`src/rtl/alu_sched_if.sv`:
```
// alu_sched_if
// Bundles the signals around the shared-ALU scheduler: two request
// channels, the tagged response channel and the bus to the external ALU.
//
// Signals
//   req0_*/req1_*   valid, ready, op[2:0], a[31:0], b[31:0] per requester
//   rsp_*           valid, ready, id, data[31:0], flags[3:0] = {ZF,VF,CF,NF}
//   alu_din1/2      ALU operands, alu_control ALU op code
//   alu_run         ALU output enable (low = ALU drives alu_dout)
//   alu_dout        ALU result bus, alu_zf/vf/cf/nf ALU flags
//
// Modports
//   slave   the scheduler itself
//   master  requesters, response consumer and ALU (the environment)
interface alu_sched_if;
    logic        req0_valid;
    logic        req0_ready;
    logic [2:0]  req0_op;
    logic [31:0] req0_a;
    logic [31:0] req0_b;

    logic        req1_valid;
    logic        req1_ready;
    logic [2:0]  req1_op;
    logic [31:0] req1_a;
    logic [31:0] req1_b;

    logic        rsp_valid;
    logic        rsp_ready;
    logic        rsp_id;
    logic [31:0] rsp_data;
    logic [3:0]  rsp_flags;

    logic [31:0] alu_din1;
    logic [31:0] alu_din2;
    logic [2:0]  alu_control;
    logic        alu_run;
    logic [31:0] alu_dout;
    logic        alu_zf;
    logic        alu_vf;
    logic        alu_cf;
    logic        alu_nf;

    modport slave (
        input  req0_valid, req0_op, req0_a, req0_b,
        input  req1_valid, req1_op, req1_a, req1_b,
        output req0_ready, req1_ready,
        output rsp_valid, rsp_id, rsp_data, rsp_flags,
        input  rsp_ready,
        output alu_din1, alu_din2, alu_control, alu_run,
        input  alu_dout, alu_zf, alu_vf, alu_cf, alu_nf
    );

    modport master (
        output req0_valid, req0_op, req0_a, req0_b,
        output req1_valid, req1_op, req1_a, req1_b,
        input  req0_ready, req1_ready,
        input  rsp_valid, rsp_id, rsp_data, rsp_flags,
        output rsp_ready,
        input  alu_din1, alu_din2, alu_control, alu_run,
        output alu_dout, alu_zf, alu_vf, alu_cf, alu_nf
    );
endinterface

```
`src/rtl/alu_sched.sv`:
```
// alu_sched
// Round-robin scheduler sharing one 16-bit ALU between two requesters.
// One operation is accepted at a time, issued to the ALU, held while the
// result settles, captured, and returned on a response channel tagged with
// the requester ID. Op 000 returns the last captured result without
// touching the ALU.
//
// Ports
//   clk            system clock, rising edge
//   rst            asynchronous active-high reset
//   bus            alu_sched_if.slave (requests, response, ALU bus)
//   perf_ops       completed responses, wrapping (ALU_SCHED_PERF_EN only)
//   perf_stall     RESP cycles with rsp_ready low, saturating
//                  (ALU_SCHED_PERF_EN only)
//
// Parameters
//   SETTLE_CYCLES  cycles the ALU output is enabled before capture (1..15)
//
// Build option
//   ALU_SCHED_PERF_EN  define to add the performance counters
module alu_sched #(
    parameter int SETTLE_CYCLES = 1
) (
    input  logic        clk,
    input  logic        rst,
    alu_sched_if.slave  bus
`ifdef ALU_SCHED_PERF_EN
    ,
    output logic [15:0] perf_ops,
    output logic [15:0] perf_stall
`endif
);

    typedef enum logic [1:0] {
        IDLE,
        ISSUE,
        SETTLE,
        RESP
    } state_t;

    state_t      state_q;
    state_t      state_d;

    logic        lastGrant_q;
    logic [3:0]  settleCnt_q;
    logic [31:0] aluA_q;
    logic [31:0] aluB_q;
    logic [2:0]  aluCtl_q;
    logic        rspId_q;
    logic [31:0] lastData_q;
    logic [3:0]  lastFlags_q;

    logic        grant0;
    logic        grant1;
    logic        ready0;
    logic        ready1;
    logic        accept;
    logic        acceptId;
    logic [2:0]  acceptOp;
    logic [31:0] acceptA;
    logic [31:0] acceptB;
    logic        settleDone;

    // With both requesters valid the one not granted last wins; lastGrant_q
    // resets to 1 so req0 is favoured first.
    always_comb begin
        grant0 = bus.req0_valid && (!bus.req1_valid || lastGrant_q);
        grant1 = bus.req1_valid && !grant0;
    end

    assign ready0 = (state_q == IDLE) && grant0;
    assign ready1 = (state_q == IDLE) && grant1;

    assign accept   = ready0 || ready1;
    assign acceptId = ready1;
    assign acceptOp = ready1 ? bus.req1_op : bus.req0_op;
    assign acceptA  = ready1 ? bus.req1_a  : bus.req0_a;
    assign acceptB  = ready1 ? bus.req1_b  : bus.req0_b;

    assign settleDone = (state_q == SETTLE) && (settleCnt_q == 4'd0);

    // Next-state logic.
    always_comb begin
        state_d = state_q;
        case (state_q)
            IDLE: begin
                if (accept) begin
                    state_d = (acceptOp == 3'b000) ? RESP : ISSUE;
                end
            end
            ISSUE:  state_d = SETTLE;
            SETTLE: begin
                if (settleDone) begin
                    state_d = RESP;
                end
            end
            RESP: begin
                if (bus.rsp_ready) begin
                    state_d = IDLE;
                end
            end
            default: state_d = IDLE;
        endcase
    end

    always_ff @(posedge clk or posedge rst) begin
        if (rst) begin
            state_q <= IDLE;
        end else begin
            state_q <= state_d;
        end
    end

    // Operand/control registers only load on real ALU ops, so the ALU keeps
    // seeing the last issued op and a re-read never selects its 000 path.
    // lastData_q/lastFlags_q double as the response payload: a re-read
    // simply presents them again.
    always_ff @(posedge clk or posedge rst) begin
        if (rst) begin
            lastGrant_q <= 1'b1;
            settleCnt_q <= 4'd0;
            aluA_q      <= 32'd0;
            aluB_q      <= 32'd0;
            aluCtl_q    <= 3'b000;
            rspId_q     <= 1'b0;
            lastData_q  <= 32'd0;
            lastFlags_q <= 4'd0;
        end else begin
            if (accept) begin
                rspId_q     <= acceptId;
                lastGrant_q <= acceptId;
                if (acceptOp != 3'b000) begin
                    aluA_q   <= acceptA;
                    aluB_q   <= acceptB;
                    aluCtl_q <= acceptOp;
                end
            end

            if (state_q == ISSUE) begin
                settleCnt_q <= 4'(SETTLE_CYCLES - 1);
            end else if ((state_q == SETTLE) && (settleCnt_q != 4'd0)) begin
                settleCnt_q <= settleCnt_q - 4'd1;
            end

            if (settleDone) begin
                lastData_q  <= bus.alu_dout;
                lastFlags_q <= {bus.alu_zf, bus.alu_vf, bus.alu_cf, bus.alu_nf};
            end
        end
    end

    assign bus.req0_ready  = ready0;
    assign bus.req1_ready  = ready1;
    assign bus.rsp_valid   = (state_q == RESP);
    assign bus.rsp_id      = rspId_q;
    assign bus.rsp_data    = lastData_q;
    assign bus.rsp_flags   = lastFlags_q;
    assign bus.alu_din1    = aluA_q;
    assign bus.alu_din2    = aluB_q;
    assign bus.alu_control = aluCtl_q;
    // The ALU output is enabled only while the result settles.
    assign bus.alu_run     = (state_q != SETTLE);

`ifdef ALU_SCHED_PERF_EN
    logic [15:0] perfOps_q;
    logic [15:0] perfStall_q;

    // perf_ops wraps naturally; perf_stall holds at all-ones.
    always_ff @(posedge clk or posedge rst) begin
        if (rst) begin
            perfOps_q   <= 16'd0;
            perfStall_q <= 16'd0;
        end else begin
            if ((state_q == RESP) && bus.rsp_ready) begin
                perfOps_q <= perfOps_q + 16'd1;
            end
            if ((state_q == RESP) && !bus.rsp_ready && (perfStall_q != 16'hFFFF)) begin
                perfStall_q <= perfStall_q + 16'd1;
            end
        end
    end

    assign perf_ops   = perfOps_q;
    assign perf_stall = perfStall_q;
`endif

endmodule

```
`src/flat_wrapper.sv`:
```
// flat-port wrapper written by rule: the top's interface ports become plain ports
module alu_sched_flat 
#(
    parameter int SETTLE_CYCLES = 1
)
  (clk, rst, bus_req0_valid, bus_req0_op, bus_req0_a, bus_req0_b, bus_req1_valid, bus_req1_op, bus_req1_a, bus_req1_b, bus_req0_ready, bus_req1_ready, bus_rsp_valid, bus_rsp_id, bus_rsp_data, bus_rsp_flags, bus_rsp_ready, bus_alu_din1, bus_alu_din2, bus_alu_control, bus_alu_run, bus_alu_dout, bus_alu_zf, bus_alu_vf, bus_alu_cf, bus_alu_nf);
  alu_sched_if bus_i ();
  input  logic clk;
  input  logic rst;
  input wire logic [$bits(bus_i.req0_valid)-1:0] bus_req0_valid;
  input wire logic [$bits(bus_i.req0_op)-1:0] bus_req0_op;
  input wire logic [$bits(bus_i.req0_a)-1:0] bus_req0_a;
  input wire logic [$bits(bus_i.req0_b)-1:0] bus_req0_b;
  input wire logic [$bits(bus_i.req1_valid)-1:0] bus_req1_valid;
  input wire logic [$bits(bus_i.req1_op)-1:0] bus_req1_op;
  input wire logic [$bits(bus_i.req1_a)-1:0] bus_req1_a;
  input wire logic [$bits(bus_i.req1_b)-1:0] bus_req1_b;
  output wire logic [$bits(bus_i.req0_ready)-1:0] bus_req0_ready;
  output wire logic [$bits(bus_i.req1_ready)-1:0] bus_req1_ready;
  output wire logic [$bits(bus_i.rsp_valid)-1:0] bus_rsp_valid;
  output wire logic [$bits(bus_i.rsp_id)-1:0] bus_rsp_id;
  output wire logic [$bits(bus_i.rsp_data)-1:0] bus_rsp_data;
  output wire logic [$bits(bus_i.rsp_flags)-1:0] bus_rsp_flags;
  input wire logic [$bits(bus_i.rsp_ready)-1:0] bus_rsp_ready;
  output wire logic [$bits(bus_i.alu_din1)-1:0] bus_alu_din1;
  output wire logic [$bits(bus_i.alu_din2)-1:0] bus_alu_din2;
  output wire logic [$bits(bus_i.alu_control)-1:0] bus_alu_control;
  output wire logic [$bits(bus_i.alu_run)-1:0] bus_alu_run;
  input wire logic [$bits(bus_i.alu_dout)-1:0] bus_alu_dout;
  input wire logic [$bits(bus_i.alu_zf)-1:0] bus_alu_zf;
  input wire logic [$bits(bus_i.alu_vf)-1:0] bus_alu_vf;
  input wire logic [$bits(bus_i.alu_cf)-1:0] bus_alu_cf;
  input wire logic [$bits(bus_i.alu_nf)-1:0] bus_alu_nf;
  assign bus_i.req0_valid = bus_req0_valid;
  assign bus_i.req0_op = bus_req0_op;
  assign bus_i.req0_a = bus_req0_a;
  assign bus_i.req0_b = bus_req0_b;
  assign bus_i.req1_valid = bus_req1_valid;
  assign bus_i.req1_op = bus_req1_op;
  assign bus_i.req1_a = bus_req1_a;
  assign bus_i.req1_b = bus_req1_b;
  assign bus_req0_ready = bus_i.req0_ready;
  assign bus_req1_ready = bus_i.req1_ready;
  assign bus_rsp_valid = bus_i.rsp_valid;
  assign bus_rsp_id = bus_i.rsp_id;
  assign bus_rsp_data = bus_i.rsp_data;
  assign bus_rsp_flags = bus_i.rsp_flags;
  assign bus_i.rsp_ready = bus_rsp_ready;
  assign bus_alu_din1 = bus_i.alu_din1;
  assign bus_alu_din2 = bus_i.alu_din2;
  assign bus_alu_control = bus_i.alu_control;
  assign bus_alu_run = bus_i.alu_run;
  assign bus_i.alu_dout = bus_alu_dout;
  assign bus_i.alu_zf = bus_alu_zf;
  assign bus_i.alu_vf = bus_alu_vf;
  assign bus_i.alu_cf = bus_alu_cf;
  assign bus_i.alu_nf = bus_alu_nf;
  alu_sched #(.SETTLE_CYCLES(SETTLE_CYCLES)) u_core (.clk(clk), .rst(rst), .bus(bus_i));
endmodule
```
`config.mk`:
```
export PLATFORM = sky130hd
export DESIGN_NAME = alu_sched_flat
export DESIGN_NICKNAME = d
export VERILOG_FILES = /design/src/rtl/alu_sched_if.sv /design/src/rtl/alu_sched.sv /design/src/flat_wrapper.sv
export SDC_FILE = /design/constraint.sdc
export NUM_CORES = 1
export LEC_CHECK = 0
export ABC_AREA = 1
export BUFFER_PORTS_ARGS = -buffer_cell sky130_fd_sc_hd__buf_2
export CAP_MARGIN = 20
export CORE_MARGIN = 2
export CORE_UTILIZATION = 45
export DETAILED_ROUTE_END_ITERATION = 10
export MAX_ROUTING_LAYER = met4
export PLACE_DENSITY = 0.79
export SYNTH_ARGS = -nofsm -noshare
export SYNTH_HDL_FRONTEND = slang
export SYNTH_SLANG_ARGS = --single-unit
```
`constraint.sdc`:
```
create_clock -name clk -period 4.7 [get_ports clk]
set_input_delay 0.47 -clock clk [delete_from_list [all_inputs] [get_ports clk]]
set_output_delay 0.47 -clock clk [all_outputs]
set_load 0.01 [all_outputs]
```
==> out/results.ini <==
[global_routing]
grt_pass1_vias = 4968
grt.total_usage_pct = 24.6
grt_pass1_wl_mm = 24.4
grt-ovfl-total = 0
grt_max_degree = 73
antenna_found_initial = 1

[synth]
netlist_top_cells_area = dfrtp_1, nand2_1, mux2_2
syn_nets = 832
synth_top_area_share_pct = 51.4
synth_top_area_cell = dfrtp_1
avgSynthCellArea_sq_um = 8.23
ys_ff_latch = 111
syn-cell-area_sq_um = 5360
ys_types = 22
ys_warn_count = 0
synth-seq-area-share_pct = 51.9
syn_inst = 651

[setup_path]
slowest_stage = nand2_2
worst-path-buf-inv = 3
slowest_delay_ps = 580
crit_chain = inv_1 -> ha_1 -> nand2_2 -> inv_2 -> nand2_2 -> nand2_1 -> nand2_1 -> nand3_2 -> nand2_2 -> buf_4 -> nand2_1 -> nand2_1
critPathKind = reg -> reg
crit_family = simple AND/OR/NAND/NOR gates
cp-end-kind = flip-flop
arrival_ps = 3410
cpMostUsedCell = nand2_1
crit_fanout = 41
startpoint_type = flip-flop
crit_required_ps = 4970

[sta]
rsz0062_at_grt = no
drv_slew = 0
setup_tns_ps = 0
hold_viol_final = 0
period_needed_ps = 3140
finalClockSkew_ps = 6.08
worst_slew_margin_rel_pct = 39.7
fin_crit_sh_pct = 66.8
fmax_ghz = 0.318
setup_violations = 0
worst_pin_slew_ps = 903
fin_ws_ps = 1560

[pwr]
ir_drop_mv = 0.264
power.net_switching_mw = 1.73
powerDensity_nw_per_um2 = 619
p_leak_nw = 4.18
swShare_pct = 39.6
combinationalPowerShare_pct = 45.5
clockPowerShare_pct = 16.8
seq_power_share_pct = 37.7
p_int_mw = 2.64

[floorplan]
row_count = 39
die_w_microns = 113
start_util_pct = 46.5
coreArea_sq_um = 11500
die_area_sq_um = 12800
pin_count = 283
fp.dieH_microns = 113

[cts]
postCtsHoldBufs = 0
cts_root_buf = clkbuf_16
post-cts-setup-buffers = 0
clockBufferDepth = 2
cts-resized-gates = 0
clkSlewWorstSetupHoldPaths_ps = 70
htreeDepth = 3
cts_sinks = 111
clock_latency_ps = 340
cts_tree = yes
numCtsBuffers = 9

[final_layout]
drive_gt1_share_pct = 38.0
syn2layout_area_growth_pct = 31.6
fin_nets = 1093

[place]
routabilityCongestion = 0.818
place_ws_ps = 1530
hpwl_mm = 11.2
port_buffers = 282

[hold_path]
hold_path_class = in -> async

[status]
status = finished with violations
violations = DRC

[detailed_routing]
viasPerCell = 4.83
ant_nets = 0
first_pass_iters = 8
drc_errors = 20
vias = 5111
wire_per_inst_microns = 14.6
drtIter0Drc = 284
wl_mm = 15.4

[flow_run]
drv_cap = 0

==> sequential cells by signal (all words and copies together) (netlist names) <==
name / count
u_core.state_q: 2
u_core.bus.rsp_data: 32
u_core.bus.alu_din1: 32
u_core.bus.rsp_id: 1
u_core.bus.alu_din2: 32
u_core.settleCnt_q: 4
u_core.bus.rsp_flags: 4
u_core.lastGrant_q: 1
u_core.bus.alu_control: 3
==> area by class of cell <==
type,count,area [sq um]
inverters,20,77.6
repair buffers,288,1460
clock inverters,4,48.8
fillers,1062,4470
diodes,1,2.50
well taps,143,179
clock buffers,9,225
flip-flops and latches,111,2780
multi-input cells,482,2280
==> synth_stat cells <==
master	count
dfrtp_1	110
buf_4	10
a21oi_1	5
inv_2	1
nor3b_1	2
a31oi_1	1
mux2_2	36
nand2_2	3
inv_1	19
dfstp_2	1
nand3_1	73
o21ai_2	1
nor2_1	6
nand2_1	344
nor3_1	2
nand3_2	1
ha_1	6
nand3b_1	1
buf_2	20
clkbuf_1	4
a211oi_1	1
buf_6	4
==> cell families (layout without fill, tap and decap cells) <==
group,Yosys count,in the layout,share of synthesized area (%)
compound gates,8,8,0.888
fa+ha+maj,6,6,1.40
buf+inv,58,321,5.79
flops,111,111,51.9
mux,36,36,7.57
other cells,0,1,0
simple gates,432,432,32.5
==> layout by cell type (no fill, tap or decap), types with 2 or more instances in the layout <==
| cell type | count |
|---|---|
| nor3_1 | 2 |
| clkbuf_16 | 9 |
| nor2_1 | 6 |
| nor3b_1 | 2 |
| ha_1 | 6 |
| dfrtp_1 | 110 |
| inv_2 | 2 |
| inv_1 | 17 |
| nand3_2 | 2 |
| mux2_2 | 36 |
| clkinv_2 | 2 |
| buf_2 | 282 |
| nand2_1 | 344 |
| buf_4 | 6 |
| nand2_2 | 3 |
| nand3_1 | 72 |
| a21oi_1 | 5 |
==> metrics by stage <==
| step | std cells | cell area [sq um] | power, mW | utilization [%] | hold WS [ps] |
|---|---|---|---|---|---|
| 2_1_floorplan | 651 | 5360 | 2.91 | - | 499 |
| 3_3_place_gp | 1044 | 6770 | 3.60 | 58.8 | 451 |
| 3_5_place_dp | 1044 | 6770 | 3.67 | 58.8 | 453 |
| 4_1_cts | 1057 | 7050 | 4.41 | 61.2 | 353 |
| 5_1_grt | 1058 | 7050 | 4.70 | 61.2 | 356 |
| 6_report | 1058 | 7050 | 4.36 | 61.2 | 315 |
==> layer usage <==
| layer | global-route usage, % | share of wire, % |
|---|---|---|
| met2 | 42.3 | 50 |
| met3 | 4.28 | 7.6 |
| met5 | - | 0 |
| met4 | 7.89 | 1.4 |
| met1 | 29.7 | 41 |
==> path summary, 6_finish.rpt <==
kind	start	to	slack [ps]	cells after the start
worst max-delay path	u_core.state_q[0]$_DFFE_PP0P_	u_core.bus.alu_din1[5]$_DFFE_PP0P_	1560	12
worst min-delay path	rst	u_core.bus.rsp_data[5]$_DFFE_PP0P_	320	2
worst max register to register	u_core.state_q[0]$_DFFE_PP0P_	u_core.bus.alu_din1[5]$_DFFE_PP0P_	1560	12
worst min register to register	u_core.bus.alu_din1[22]$_DFFE_PP0P_	u_core.bus.alu_din1[22]$_DFFE_PP0P_	470	2
max in group asynchronous	rst	u_core.bus.alu_din2[17]$_DFFE_PP0P_	3300	3
min in group clk	bus_alu_dout[0]	u_core.bus.rsp_data[0]$_DFFE_PP0P_	360	2
==> power groups by stage <==
| stage | clock (mW) | combinational, mW | sequential [mW] |
|---|---|---|---|
| after floorplan | 0 | 1.05 | 1.85 |
| after global placement | 0 | 1.97 | 1.64 |
| after detailed placement | 0 | 2.02 | 1.65 |
| after CTS | 0.752 | 2.02 | 1.64 |
| after global routing | 0.784 | 2.22 | 1.70 |
| final | 0.733 | 1.99 | 1.64 |
Note: power is estimated with default switching activity, not from simulation.
